## src/rtl/qc_ldpc_pkg.sv

```systemverilog
// qc_ldpc_pkg: shared types and helpers for the QC-LDPC encode datapath.
package qc_ldpc_pkg;

    localparam int MAXZ_DEFAULT  = 81;
    localparam int ROW_W_DEFAULT = 4;
    localparam int ZMASK_W       = 256;

    typedef logic [ROW_W_DEFAULT-1:0] row_t;
    typedef logic [ZMASK_W-1:0]       zmask_t;

    typedef struct packed {
        logic valid;
        logic is_null;
        logic last;
        row_t row;
    } sideband_t;

    function automatic int shift_latency(input int maxz);
        return $clog2(maxz);
    endfunction

    // Bits [z-1:0] set and clipped to maxz; callers truncate to their own width.
    function automatic zmask_t zmask(input int z, input int maxz);
        zmask_t ones;
        ones = '1;
        return ~(ones << z) & ~(ones << maxz);
    endfunction

endpackage

```

## src/rtl/qc_acc_fifo.sv

```systemverilog
// qc_acc_fifo: synchronous first-word fall-through FIFO with occupancy count.
// A push into a full FIFO is accepted only when a pop happens in the same cycle.
module qc_acc_fifo #(
    parameter int WIDTH = 8,
    parameter int DEPTH = 4
) (
    input  logic                         CLK,
    input  logic                         rst,
    input  logic                         push,
    input  logic [WIDTH-1:0]             push_data,
    input  logic                         pop,
    output logic                         rd_valid,
    output logic [WIDTH-1:0]             rd_data,
    output logic [$clog2(DEPTH+1)-1:0]   count
);

    localparam int PTR_W = $clog2(DEPTH);
    localparam int CNT_W = $clog2(DEPTH + 1);

    logic [WIDTH-1:0] mem [DEPTH];
    logic [PTR_W-1:0] wr_ptr;
    logic [PTR_W-1:0] rd_ptr;
    logic             do_push;
    logic             do_pop;

    assign rd_valid = (count != '0);
    assign do_pop   = pop && rd_valid;
    assign do_push  = push && ((count != CNT_W'(DEPTH)) || do_pop);

    // Empty FIFO presents zero so the output bus is clean after reset.
    assign rd_data  = rd_valid ? mem[rd_ptr] : '0;

    always_ff @(posedge CLK) begin
        if (do_push) begin
            mem[wr_ptr] <= push_data;
        end
    end

    always_ff @(posedge CLK) begin
        if (rst) begin
            wr_ptr <= '0;
            rd_ptr <= '0;
            count  <= '0;
        end else begin
            if (do_push) begin
                wr_ptr <= wr_ptr + 1'b1;
            end
            if (do_pop) begin
                rd_ptr <= rd_ptr + 1'b1;
            end
            case ({do_push, do_pop})
                2'b10:   count <= count + 1'b1;
                2'b01:   count <= count - 1'b1;
                default: count <= count;
            endcase
        end
    end

endmodule

```

## src/rtl/qc_row_xor_accumulator.sv

```systemverilog
// qc_row_xor_accumulator: aligns shifter output with its sideband, masks to Z and
// XOR-accumulates one parity block per base-matrix row. Optional macro: QC_ACC_ROWCHECK_EN.
module qc_row_xor_accumulator
    import qc_ldpc_pkg::*;
#(
    parameter int MAXZ          = MAXZ_DEFAULT,
    parameter int SHIFT_LATENCY = shift_latency(MAXZ),
    parameter int ROW_W         = $bits(row_t),
    parameter int FIFO_DEPTH    = 4
) (
    input  logic                    CLK,
    input  logic                    rst,
    input  logic                    in_valid,
    output logic                    in_ready,
    input  logic                    in_null,
    input  logic                    in_last,
    input  logic [ROW_W-1:0]        in_row,
    input  logic [$clog2(MAXZ):0]   z_val,
    input  logic [MAXZ-1:0]         shifted_data,
    output logic                    out_valid,
    input  logic                    out_ready,
    output logic [MAXZ-1:0]         out_data,
    output logic [ROW_W-1:0]        out_row
`ifdef QC_ACC_ROWCHECK_EN
    ,
    output logic                    err_row
`endif
);

    localparam int FCNT_W = $clog2(FIFO_DEPTH + 1);
    localparam int LCNT_W = $clog2(SHIFT_LATENCY + 2);
    localparam int OCC_W  = ((FCNT_W > LCNT_W) ? FCNT_W : LCNT_W) + 1;

    sideband_t            sb [SHIFT_LATENCY];
    sideband_t            aligned;
    logic                 fire;
    logic [LCNT_W-1:0]    lasts_in_flight;
    logic [FCNT_W-1:0]    fifo_count;
    logic [OCC_W-1:0]     occupancy;
    logic [MAXZ-1:0]      zm;
    logic [MAXZ-1:0]      contrib;
    logic [MAXZ-1:0]      sum;
    logic [MAXZ-1:0]      acc;
    logic                 first;
    logic                 push;
    logic [MAXZ+ROW_W-1:0] fifo_rd;

    assign fire    = in_valid && in_ready;
    assign aligned = sb[SHIFT_LATENCY-1];

    // Rows already committed to the FIFO plus fired last beats still travelling
    // through the shifter; admitting only below depth means a push never finds it full.
    assign occupancy = OCC_W'(fifo_count) + OCC_W'(lasts_in_flight);
    assign in_ready  = occupancy < OCC_W'(FIFO_DEPTH);

    always_ff @(posedge CLK) begin
        if (rst) begin
            for (int i = 0; i < SHIFT_LATENCY; i++) begin
                sb[i] <= '0;
            end
        end else begin
            sb[0] <= '{valid: fire, is_null: in_null, last: in_last, row: in_row};
            for (int i = 1; i < SHIFT_LATENCY; i++) begin
                sb[i] <= sb[i-1];
            end
        end
    end

    always_ff @(posedge CLK) begin
        if (rst) begin
            lasts_in_flight <= '0;
        end else begin
            case ({fire && in_last, aligned.valid && aligned.last})
                2'b10:   lasts_in_flight <= lasts_in_flight + 1'b1;
                2'b01:   lasts_in_flight <= lasts_in_flight - 1'b1;
                default: lasts_in_flight <= lasts_in_flight;
            endcase
        end
    end

    assign zm      = MAXZ'(zmask(int'(z_val), MAXZ));
    assign contrib = aligned.is_null ? '0 : (shifted_data & zm);
    assign sum     = (first ? '0 : acc) ^ contrib;
    assign push    = aligned.valid && aligned.last;

    always_ff @(posedge CLK) begin
        if (rst) begin
            acc   <= '0;
            first <= 1'b1;
        end else if (aligned.valid) begin
            if (aligned.last) begin
                acc   <= '0;
                first <= 1'b1;
            end else begin
                acc   <= sum;
                first <= 1'b0;
            end
        end
    end

`ifdef QC_ACC_ROWCHECK_EN
    row_t cur_row;

    always_ff @(posedge CLK) begin
        if (rst) begin
            cur_row <= '0;
            err_row <= 1'b0;
        end else if (aligned.valid) begin
            if (first) begin
                cur_row <= aligned.row;
            end else if (aligned.row != cur_row) begin
                err_row <= 1'b1;
            end
        end
    end
`endif

    qc_acc_fifo #(
        .WIDTH (MAXZ + ROW_W),
        .DEPTH (FIFO_DEPTH)
    ) u_fifo (
        .CLK       (CLK),
        .rst       (rst),
        .push      (push),
        .push_data ({sum, aligned.row}),
        .pop       (out_ready),
        .rd_valid  (out_valid),
        .rd_data   (fifo_rd),
        .count     (fifo_count)
    );

    assign out_data = fifo_rd[ROW_W +: MAXZ];
    assign out_row  = fifo_rd[ROW_W-1:0];

endmodule
```

## config.mk

```make
export PLATFORM = sky130hd
export DESIGN_NAME = qc_row_xor_accumulator
export DESIGN_NICKNAME = d
export VERILOG_FILES = /design/src/rtl/qc_ldpc_pkg.sv /design/src/rtl/qc_acc_fifo.sv /design/src/rtl/qc_row_xor_accumulator.sv
export SDC_FILE = /design/constraint.sdc
export NUM_CORES = 1
export LEC_CHECK = 0
export BUFFER_PORTS_ARGS = -buffer_cell sky130_fd_sc_hd__buf_4
export CAP_MARGIN = 25
export CELL_PAD_IN_SITES_DETAIL_PLACEMENT = 2
export CELL_PAD_IN_SITES_GLOBAL_PLACEMENT = 2
export CORE_ASPECT_RATIO = 0.9
export CORE_MARGIN = 1.5
export CORE_UTILIZATION = 38
export CTS_CLUSTER_DIAMETER = 120
export DETAILED_ROUTE_END_ITERATION = 12
export GPL_ROUTABILITY_DRIVEN = 0
export PLACE_DENSITY_LB_ADDON = 0.1
export SKIP_LAST_GASP = 1
export SLEW_MARGIN = 15
export SYNTH_ARGS = -nofsm -noshare
export SYNTH_HDL_FRONTEND = slang
export SYNTH_HIERARCHICAL = 1
export SYNTH_SLANG_ARGS = --single-unit
```

## constraint.sdc

```tcl
create_clock -name CLK -period 3.3 [get_ports CLK]
set_input_delay 0.495 -clock CLK [delete_from_list [all_inputs] [get_ports CLK]]
set_output_delay 0.495 -clock CLK [all_outputs]
set_load 0.01 [all_outputs]
```

**Yosys cells after proc, flatten, opt, wreduce, memory -nomap -nowiden**

Memories as Yosys holds them, arrays and structs flattened. A register that Yosys moved wholly into a read port is not among the register bits.
Index checks and enable logic that the tools add are counted.

- Add/sub/neg operators: 7
- $lt $le $gt $ge: 1
- Equality and inequality tests: 5
- Shift operators: 1
- Muxes and demuxes: 21
- Bitwise operators: 10
- Reductions and logical operators: 9

Operators by type and width:

| operator | count |
|---|---|
| 256-bit by 8-bit left shift with 81-bit output, first input constant | 1 |
| 81-bit two-way mux | 3 |
| 85-bit two-way mux | 1 |
| 81-bit bitwise AND | 1 |
| 81-bit inverter | 1 |
| 81-bit XOR | 1 |
| 7-bit two-way mux | 7 |
| 4-bit case mux with 2 select lines | 1 |
| 1-bit OR | 7 |
| 1-bit two-way mux | 6 |
| 3-bit case mux with 2 select lines | 1 |
| 3-bit by 4-bit adder with 5-bit output | 1 |
| 1-bit logical AND | 5 |
| 5-bit by 3-bit < comparator with 1-bit output, second input constant | 1 |
| 2-bit by 1-bit adder with 2-bit output, second input constant | 2 |
| 4-bit by 1-bit adder with 4-bit output, second input constant | 1 |
| 2-bit by 1-bit equality test with 1-bit output, second input constant | 2 |
| 2-bit equality test, second input constant | 2 |
| 2-bit two-way mux | 2 |
| 2-bit nonzero test | 2 |
| 4-bit by 1-bit subtractor with 4-bit output, second input constant | 1 |
| 3-bit by 1-bit adder with 3-bit output, second input constant | 1 |
| 3-bit != test, second input constant | 1 |
| 3-bit nonzero test | 1 |
| other kinds (2) | 2 |

- Bits in registers: 93
- Memory bits (writable): 389
- Output and inout bits: 87
- Logic and storage cells: 62
- Memories: 2

Memories:

| memory | words | bits a word | read ports | clocked after Yosys merged registers in | wr ports | RTL line | source |
|---|---|---|---|---|---|---|---|
| u_fifo.mem | 4 | 85 | 1 | 1 | 1 | qc_acc_fifo.sv:20 | `logic [WIDTH-1:0] mem [DEPTH];` |
| sb | 7 | 7 | 7 | 0 | 7 | qc_row_xor_accumulator.sv:34 | `sideband_t sb [SHIFT_LATENCY];` |

**Longest topological paths before layout**

Gate-level depths: netlist of the first run.

- Depth after elaboration: 6
- Mapped depth: 11
- Mapped depth without buffers: 11

**Modules after synthesis**

The synthesis of the first run kept the hierarchy.

Modules (own cells, without submodules):

| module | times used | cells each | area an instance (sq um) | sequential area each (sq um) |
|---|---|---|---|---|
| qc_acc_fifo | 1 | 603 | 13457.9 | 10390.0 |
| qc_row_xor_accumulator | 1 | 907 | 7651.1 | 2702.6 |

**Worst setup path before layout of the first run**

No wires, ideal clock.

- Kind: register to register
- Start point: mem sb[6][4] (netlist bit)
- End point: mem u_fifo/mem[0][0] (netlist bit) (enable)
- Library setup time: 0.453 ns
- Arrival time: 3.074 ns
- Data required time: 2.847 ns
- Setup slack: -0.227 ns
- Stages on the path, launching flop included: 5
- Period minus slack after synthesis: 3.527 ns
- Cells stage by stage: dfxtp_1 > clkbuf_1 > and2_1 > clkbuf_1 > and3_1

RTL lines:

| item | RTL line |
|---|---|
| from (decl) | qc_row_xor_accumulator.sv:34 |
| to (decl) | qc_acc_fifo.sv:20 |

**Worst setup path in the final report of the first run**

- Start point: reg u_fifo.count[1]
- End point: reg lasts_in_flight[3]

- Cells in the longest elaborated chain, start to end: 6

Ends and longest elaborated chain:

| item | RTL line | source |
|---|---|---|
| from (decl) | qc_acc_fifo.sv:14 | `output logic [$clog2(DEPTH+1)-1:0] count` |
| from (signal assigned) | qc_acc_fifo.sv:52 | `2'b10: count <= count + 1'b1;` |
| from (signal assigned) | qc_acc_fifo.sv:53 | `2'b01: count <= count - 1'b1;` |
| from (signal assigned) | qc_acc_fifo.sv:54 | `default: count <= count;` |
| 3-bit by 4-bit adder with 5-bit output * | qc_row_xor_accumulator.sv:53 | `assign occupancy = OCC_W'(fifo_count) + OCC_W'(lasts_in_flight);` |
| 5-bit by 3-bit < comparator with 1-bit output * | qc_row_xor_accumulator.sv:54 | `assign in_ready = occupancy < OCC_W'(FIFO_DEPTH);` |
| 1-bit logical AND * | qc_row_xor_accumulator.sv:48 | `assign fire = in_valid && in_ready;` |
| 1-bit logical AND * | qc_row_xor_accumulator.sv:73 | `case ({fire && in_last, aligned.valid && aligned.last})` |
| 2-bit by 1-bit equality test with 1-bit output / 2-bit equality test (equally long branches) | qc_row_xor_accumulator.sv:73 |  |
| 4-bit case mux with 2 select lines / 2-bit nonzero test (equally long branches) | -- |  |
| to (signal assigned) | qc_row_xor_accumulator.sv:74 | `2'b10: lasts_in_flight <= lasts_in_flight + 1'b1;` |
| to (signal assigned) | qc_row_xor_accumulator.sv:75 | `2'b01: lasts_in_flight <= lasts_in_flight - 1'b1;` |
| to (signal assigned) | qc_row_xor_accumulator.sv:76 | `default: lasts_in_flight <= lasts_in_flight;` |
| to (decl) | qc_row_xor_accumulator.sv:37 | `logic [LCNT_W-1:0] lasts_in_flight;` |

Every way passes the cells marked *; elsewhere a longest branch is shown, timed or not.
A chain may end at the register's enable or synchronous reset.

==> results of run 1 <==
[power by group]
group | internal (mW) | switching [mW]
registers | 6.52 | 0.00711
logic | 0.216 | 0.398
clock network | 3.59 | 2.44
[placed cells by master, fill, tap and decap left out, drive strengths merged, types with 6 or more instances in the layout]
master and instances:
bufinv 6, nand3 19, nor3 8, o311ai 6
a2111oi 14, clkbuf 69, or3 6, nand2b 19
nand4 18, nand2 122, xor2 7, nor2b 71
o211ai 22, dfxtp 144, xnor2 78, a21oi 43
o2111ai 6, and2 92, inv 35, edfxtp 340
and3 24, clkinv 17, buf 237, o211a 13
o21ai 53, mux4 85, a32o 40, a31oi 6
ha 9, nor2 41
[state kept, by name (all words and copies together) (netlist names), named ones only]
signal and count:
acc 81, u_fifo/wr_ptr 2, u_fifo/rd_ptr 2, u_fifo/count 3
lasts_in_flight 4, u_fifo/mem 340, first 1, sb 49
[worst reg2reg max path, cell delays in order (launching register included)]
cell and delay (ps):
dfxtp_1 380, ha_1 220, or4_1 510, a31oi_1 240, nand3_1 110, ha_1 240
ha_1 290, a21o_1 170, a21oi_1 160, mux2i_1 210, mux2_2 340
[cells by family (layout without fill, tap and decap cells)]
logic type | Yosys count | after routing
buffers and inverters | 145 | 366
and+or+nand+nor | 439 | 439
DFF | 484 | 484
muxes | 91 | 91
xor gates and xnor gates | 85 | 85
other | 0 | 1
AOI/OAI and AO/OA | 255 | 255
adders and majority gates | 11 | 11
[area by class of cell]
class                           instances  share of cell area [%]
Clock buffer                           69                    5.82
Multi-Input combinational cell        881                    29.1
Timing Repair Buffer                  237                    7.78
Tap cell                              705                    3.51
Antenna cell                            1                 0.00995
Clock inverter                         27                    1.22
Sequential cell                       484                    52.1
Inverter                               33                   0.492
[metrics by stage]
stage | hold slack, ps | std cells | util, % | instance area, sq um | power [mW]
after floorplan | 414 | 1510 | - | 21100 | 6.98
after global placement | 416 | 2339 | 42.8 | 23400 | 7.24
after detailed placement | 428 | 2340 | 42.8 | 23400 | 7.27
after CTS | 71.3 | 2436 | 46.0 | 25200 | 13.3
after global routing | 92.8 | 2436 | 46.0 | 25200 | 13.6
final | 102 | 2437 | 46.1 | 25200 | 13.2
[metal layers]
metal	wire [um]	share of wire, %	vias to the layer above
met5	0	0	-
met1	27900	44	7168
met3	3370	5.3	77
met2	30600	48	343
met4	1350	2.1	0
li1	-	-	6059
[how the worst max path moves through the flow]
stage	slack, ps	end	start
after floorplan	360	lasts_in_flight[3]$_SDFFE_PP0P_	lasts_in_flight[2]$_SDFFE_PP0P_
after global placement	370	lasts_in_flight[3]$_SDFFE_PP0P_	lasts_in_flight[2]$_SDFFE_PP0P_
after detailed placement	320	lasts_in_flight[3]$_SDFFE_PP0P_	u_fifo/count[1]$_SDFFE_PP0P_
after CTS	300	lasts_in_flight[3]$_SDFFE_PP0P_	u_fifo/count[1]$_SDFFE_PP0P_
after global routing	150	lasts_in_flight[3]$_SDFFE_PP0P_	u_fifo/count[1]$_SDFFE_PP0P_
final	320	lasts_in_flight[3]$_SDFFE_PP0P_	u_fifo/count[1]$_SDFFE_PP0P_
==> metrics, run 1 <==
outcome=complete, no violations; Ports=around 190; Fillers=roughly 5200; TritonCTS buffer count=51; compound-gate portion of the synthesized area=9.66%; Post-Synth Simple-Gate Area=11.2%; CP cell instances=ha_1 -> or4_1 -> a31oi_1 -> nand3_1 -> ha_1 -> ha_1 -> a21o_1 -> a21oi_1 -> mux2i_1 -> mux2_2; Die Span Y=roughly 230 um; max frequency=around 0.34 GHz; M3 GR Usage=roughly 4.3%; fin crit period=2980 ps; ratio of cells with drive above 1 in the final layout=26.5%; Synth Area in XOR/XNOR=between 3 and 4%; Clock transition at path regs=60 ps; CP max stage cell=or4_1; most frequent CP cell=ha_1; setup repair bufs after CTS=0; top_reg_cell synth=edfxtp_1; Layout area overhead=19.2%; root buf cell=clkbuf_16; clock buffer depth=3; GR Util met1=29.9%; GRT Total Usage=between 20% and 30%; final setup violation count=0; leading cell types by count after synthesis=edfxtp_1 (340), dfxtp_1 (144), nand2_1 (122); R2R setup slack=320 ps; CTS tree=yes; synthesized cell area=between 20000 and 25000 sq um; vias in the first global route=between 10000 and 15000; 1st-iter DRT viols=833; CORE AREA=about 55000 sq um; worst setup margin=~320 ps; CP required=about 3800 ps; Worst-Margin Slew=slightly above 900 ps; crit start category=flip-flop; hold crit path type=in2reg; DRC=0; Reg-to-Reg Start=u_fifo/count[1]$_SDFFE_PP0P_; Pwr Density=between 500 and 600 nW/um^2; pre-CTS WS=between 300 and 400 ps; DP Wirelength=about 42000 um; worst hold path stage count=2; min-delay src=in_row[2]; mux cell area share after synthesis=about a tenth; # port buffers=around 190; final worst-path cycle share=between 90% and 100%; WHS Endpoint=sb[0][2]$_SDFF_PP0_; register area share after synthesis=between 60 and 70%; Worst Path Arrival=about 3500 ps; vias per cell=5.60; main combinational cell family by area after synthesis=simple AND/OR/NAND/NOR gates; Yosys Warn Count=6; R2R Path End=lasts_in_flight[3]$_SDFFE_PP0P_; CP peak stage delay=roughly 500 ps; Overflow after GRT=0; Crit. path cell count=10; RSZ-0062 raised after global routing=false; nets@finish=approximately 1800; Die W=between 200 and 300 um; Sink Count=484; DR WL/cell=between 20 and 30 um; number of library cell types mapped by synthesis=74; async set-or-reset flop fraction in the synthesized netlist=0%; top cell type's share of synthesized area=between 40% and 50%; WP buf/inv=0; cell count after synthesis=1510; die area=between 50000 and 60000 sq um; Max Fanout on Critical Path=9; Post-Synth Adder-Cell Area=0.723%; Yosys reg bits=between 400 and 500; Avg Inst Size Synth=14.0 sq um; largest net degree at the start of global routing=56; most numerous cell in the Yosys netlist=edfxtp_1; Post-synth EDFFs=between 300 and 400; multi-input logic area=7320 sq um; R2R depth=10; Max IR drop VDD=0.328 mV; Routed WL=around 63000 um; GRT Max-Usage Layer=met2; clk_skew=approximately 30 ps; Pre-antenna DRT Iters=5; H-tree Lvls=2; initial antenna violation count=3; Critical Path Sink Type=flip-flop; clk_lat worst skew=approximately 610 ps; Post-CTS Hold Fix Bufs=0; LEAKAGE=between 8 and 9 nW; CP top delay family=adder cells; Reg area=13100 sq um; syn_nets=roughly 1600; post-cts resize count=0; Final TNS setup=0 ps; Hold Vio Cnt, Final=0; cell type with the largest total area after synthesis=edfxtp_1; kind of critical path=reg2reg; slew margin rel.=a little under two fifths; max cap viols=0; ranking of synthesized cells by area=edfxtp_1 (48%), dfxtp_1 (14%), mux4_2 (9.1%); routed vias=about 14000; Initial Util=between 30 and 40%; row count=81; grt met2 use=between 30% and 40%; Slew Limit Fails=0; number of routed nets with antenna violations=0; first-pass GRT wire length=94400 um
(Power assumes the default switching activity.)
==> run 2: changes to the inputs <==
--- a/config.mk
+++ b/config.mk
@@ -5,6 +5,7 @@
 export SDC_FILE = /design/constraint.sdc
 export NUM_CORES = 1
 export LEC_CHECK = 0
+export ABC_CLOCK_PERIOD_IN_PS = 3300
 export BUFFER_PORTS_ARGS = -buffer_cell sky130_fd_sc_hd__buf_4
 export CAP_MARGIN = 25
 export CELL_PAD_IN_SITES_DETAIL_PLACEMENT = 2
@@ -20,5 +21,4 @@
 export SLEW_MARGIN = 15
 export SYNTH_ARGS = -nofsm -noshare
 export SYNTH_HDL_FRONTEND = slang
-export SYNTH_HIERARCHICAL = 1
 export SYNTH_SLANG_ARGS = --single-unit
==> run 2 against run 1 <==
  * Hold slack gained 36 ps
  * Total power is 0.74% lower
  * Wire length is 2.6% lower
  * Final area down 0.92%
  * Via count shrank 3.0%
  * Sequential cell count did not move
  * Sequential power barely moved
  * Clock power down 1%
  * Non-clock buffer count down 8
  * Final cell count is 1.9% lower
  * Largest power group unchanged
==> metrics, run 2 <==
H-tree Lvls=2 (unchanged); P_sw=2.79 mW (-1.9%); Post-CTS Hold Fix Bufs=0 (unchanged); Biggest register=u_fifo.mem; DP Cell Count=2295 (-1.9%); most frequent cells in the layout=edfxtp_1 (340), buf_4 (215), dfxtp_1 (141); R2R setup slack=230 ps (-90 ps); post-cts resize count=0 (unchanged); met3 wire len=2690 um (-20%); max layer used=met5; Initial Util=38.4% (-0.20 points); pre-CTS WS=212 ps (-106 ps); non-filler instance count after layout=2391 (-1.9%); Yosys Warn Count=0 (-6); critical path launch point=u_fifo.count[2]$_SDFFE_PP0P_; TritonCTS buffer count=51 (unchanged); ratio of cells with drive above 1 in the final layout=26.0% (-0.54 points); largest net degree at the start of global routing=63 (+13%); routed vias=13200 (-3.0%); final worst-path cycle share=93.0% (+2.8 points); WL met1=27300 um (-2.3%); Post-synth EDFFs=340 (unchanged); Clk pwr share=45.4% (-0.4 points); die area=56300 sq um (-1.3%); synthesized cell area=20800 sq um (-1.3%); worst setup margin=231 ps (-92.0 ps); most frequent CP cell=ha_1; clock buffer depth=3 (unchanged); final setup violation count=0 (unchanged); Comb power frac=4.7% (about the same); CORE AREA=54200 sq um (-0.74%); CP peak stage delay=500 ps (about the same); largest registers=u_fifo.mem x340, acc x81, sb x49; Clock transition at path regs=60 ps (about the same); Critical Path Sink Type=flip-flop; Pwr Density=525 nW/um^2 (+0.18%); post-layout power=13.1 mW (-0.74%); RSZ-0062 raised after global routing=false; Sink Count=484 (unchanged); CP max stage cell=or4_1; outcome=complete, no violations; ant diodes=0 (-1); vias per cell=5.54 (-1.1%); # port buffers=185 (unchanged); Die W=250 um (-0.63%); nets@finish=1755 (-2.4%); register area share after synthesis=62.8% (+0.80 points); vias in the first global route=14600 (-1.9%); first-pass GRT wire length=92600 um (-1.9%); Overflow after GRT=0 (unchanged); fin util=46.0% (-0.083 points); kind of critical path=reg2reg; cell type with the largest total area after synthesis=edfxtp_1; most numerous cell in the Yosys netlist=edfxtp_1; Routed WL=61600 um (-2.6%); DR WL/cell=25.8 um (-0.70%); cell count after synthesis=1464 (-3.0%); max cap viols=0 (unchanged); Reg power frac=49.9% (+0.3 points); Worst-Margin Slew=1120 ps (+188 ps); setup repair bufs after CTS=0 (unchanged); number of routed nets with antenna violations=0 (unchanged); max reg flops=340 (unchanged); Sw Share=21.3% (-0.26 points); async set-or-reset flop fraction in the synthesized netlist=0% (unchanged); Max IR drop VDD=0.327 mV (-0.50%); DP Wirelength=41200 um (-2.5%); LEAKAGE=8.48 nW (-1.8%); GRT Total Usage=22.1% (-0.25 points); row count=81 (unchanged); Yosys reg bits=484 (unchanged); top_reg_cell synth=edfxtp_1; met2 WL=29900 um (-2.2%); root buf cell=clkbuf_16; Layout area overhead=19.6%; commonest non-fill, non-tap cell in the layout=edfxtp_1; initial antenna violation count=4 (+1); clk_lat worst skew=590 ps (-20 ps); syn_nets=1575 (-2.8%); top cell type's share of synthesized area=49.0% (+0.62 points); min-delay src=in_null; leading cell types by count after synthesis=edfxtp_1 (340), dfxtp_1 (144), and2_1 (103); Hold Vio Cnt, Final=0 (unchanged); Avg Inst Size Synth=14.2 sq um (+1.8%); fin crit period=3070 ps (+92.0 ps); Die Span Y=225 um (-0.63%); Final TNS setup=0 ps (unchanged); DRC=0 (unchanged); CP cell instances=ha_1 -> or4_1 -> a31oi_1 -> nand3_1 -> ha_1 -> ha_1 -> a21o_1 -> a21oi_1 -> mux2i_1 -> mux2_2; Max Fanout on Critical Path=5 (-4); max frequency=0.326 GHz (-3.0%); Slew Limit Fails=0 (unchanged); CP required=3760 ps (-30 ps); clk_skew=19.3 ps (-10.4 ps); Fillers=5188 (-1.1%); hold crit path type=in2reg; ranking of synthesized cells by area=edfxtp_1 (49%), dfxtp_1 (14%), mux4_2 (9.2%); 1st-iter DRT viols=747 (-10%); crit start category=flip-flop; Ports=186 (unchanged); CTS tree=yes; Reg-to-Reg Start=u_fifo.count[2]$_SDFFE_PP0P_; Worst Path Arrival=3530 ps (+60 ps); slew margin rel.=25.3% (-13 points); Pint=10.3 mW (-0.41%); Pre-antenna DRT Iters=5 (unchanged); number of library cell types mapped by synthesis=74 (unchanged)
==> run 2: cell count changes in the layout (fill, tap and decap cells not counted), moves of 6 or more <==
cell / before / now
and3_1: 20 / 6
nand2_1: 122 / 84
inv_1: 32 / 41
clkbuf_8: 10 / 3
a21oi_1: 43 / 37
nor2_1: 37 / 43
and2_1: 92 / 99
nand4_1: 18 / 8
nor2b_1: 71 / 65
clkbuf_1: 7 / 14
buf_4: 222 / 215
==> run 2: kinds of logic after synthesis <==
logic type / after synthesis / share of synthesized area, %
buffers and inverters: 145 / 2.88
muxes: 89 / 9.38
AOI/OAI and AO/OA: 257 / 10.1
xor gates and xnor gates: 87 / 3.66
DFF: 484 / 62.8
and+or+nand+nor: 390 / 10.4
adders and majority gates: 12 / 0.792
==> run 2: power groups by stage <==
stage	logic, mW	clock network [mW]	registers (mW)
detailed placement	0.609	0	6.66
global route	0.655	6.29	6.53
finish	0.611	5.94	6.53
global placement	0.586	0	6.66
CTS	0.613	6.07	6.53
floorplan	0.319	0	6.66
==> run 2: worst paths after layout <==
check,endpoint,cells after the start
worst max-delay path,lasts_in_flight[3]$_SDFFE_PP0P_,10
worst min-delay path,sb[0][5]$_SDFF_PP0_,2
worst max register to register,lasts_in_flight[3]$_SDFFE_PP0P_,10
worst min register to register,sb[4][0]$_SDFF_PP0_,1
==> run 2: stage by stage <==
| step | hold WS, ps | cell area [sq um] |
|---|---|---|
| after floorplan | 414 | 20800 |
| after global placement | 417 | 23200 |
| after detailed placement | 426 | 23200 |
| after CTS | 105 | 24900 |
| after global routing | 134 | 24900 |
| final | 138 | 24900 |
==> run 2: worst max-delay path, delay by kind of cell (launching register included) <==
kind | cells | cell delay [ps]
simple gates | 2 | 630
compound gates | 3 | 590
fa+ha+maj | 3 | 800
mux | 2 | 550
flops | 1 | 380
==> run 2: area by class of cell <==
cell class	instances	area [sq um]	area share (%)
flip-flops and latches	484	13100	52.6
multi-input cells	835	7170	28.8
repair buffers	229	1890	7.57
clock buffers	70	1420	5.70
well taps	705	882	3.54
clock inverters	25	302	1.21
inverters	43	161	0.648
==> run 2: routing by layer <==
layer | up-vias | global-route usage (%)
met5 | - | 0
met4 | 4 | 6.94
met3 | 100 | 3.51
met2 | 297 | 37.2
met1 | 6924 | 29.4
li1 | 5913 | -
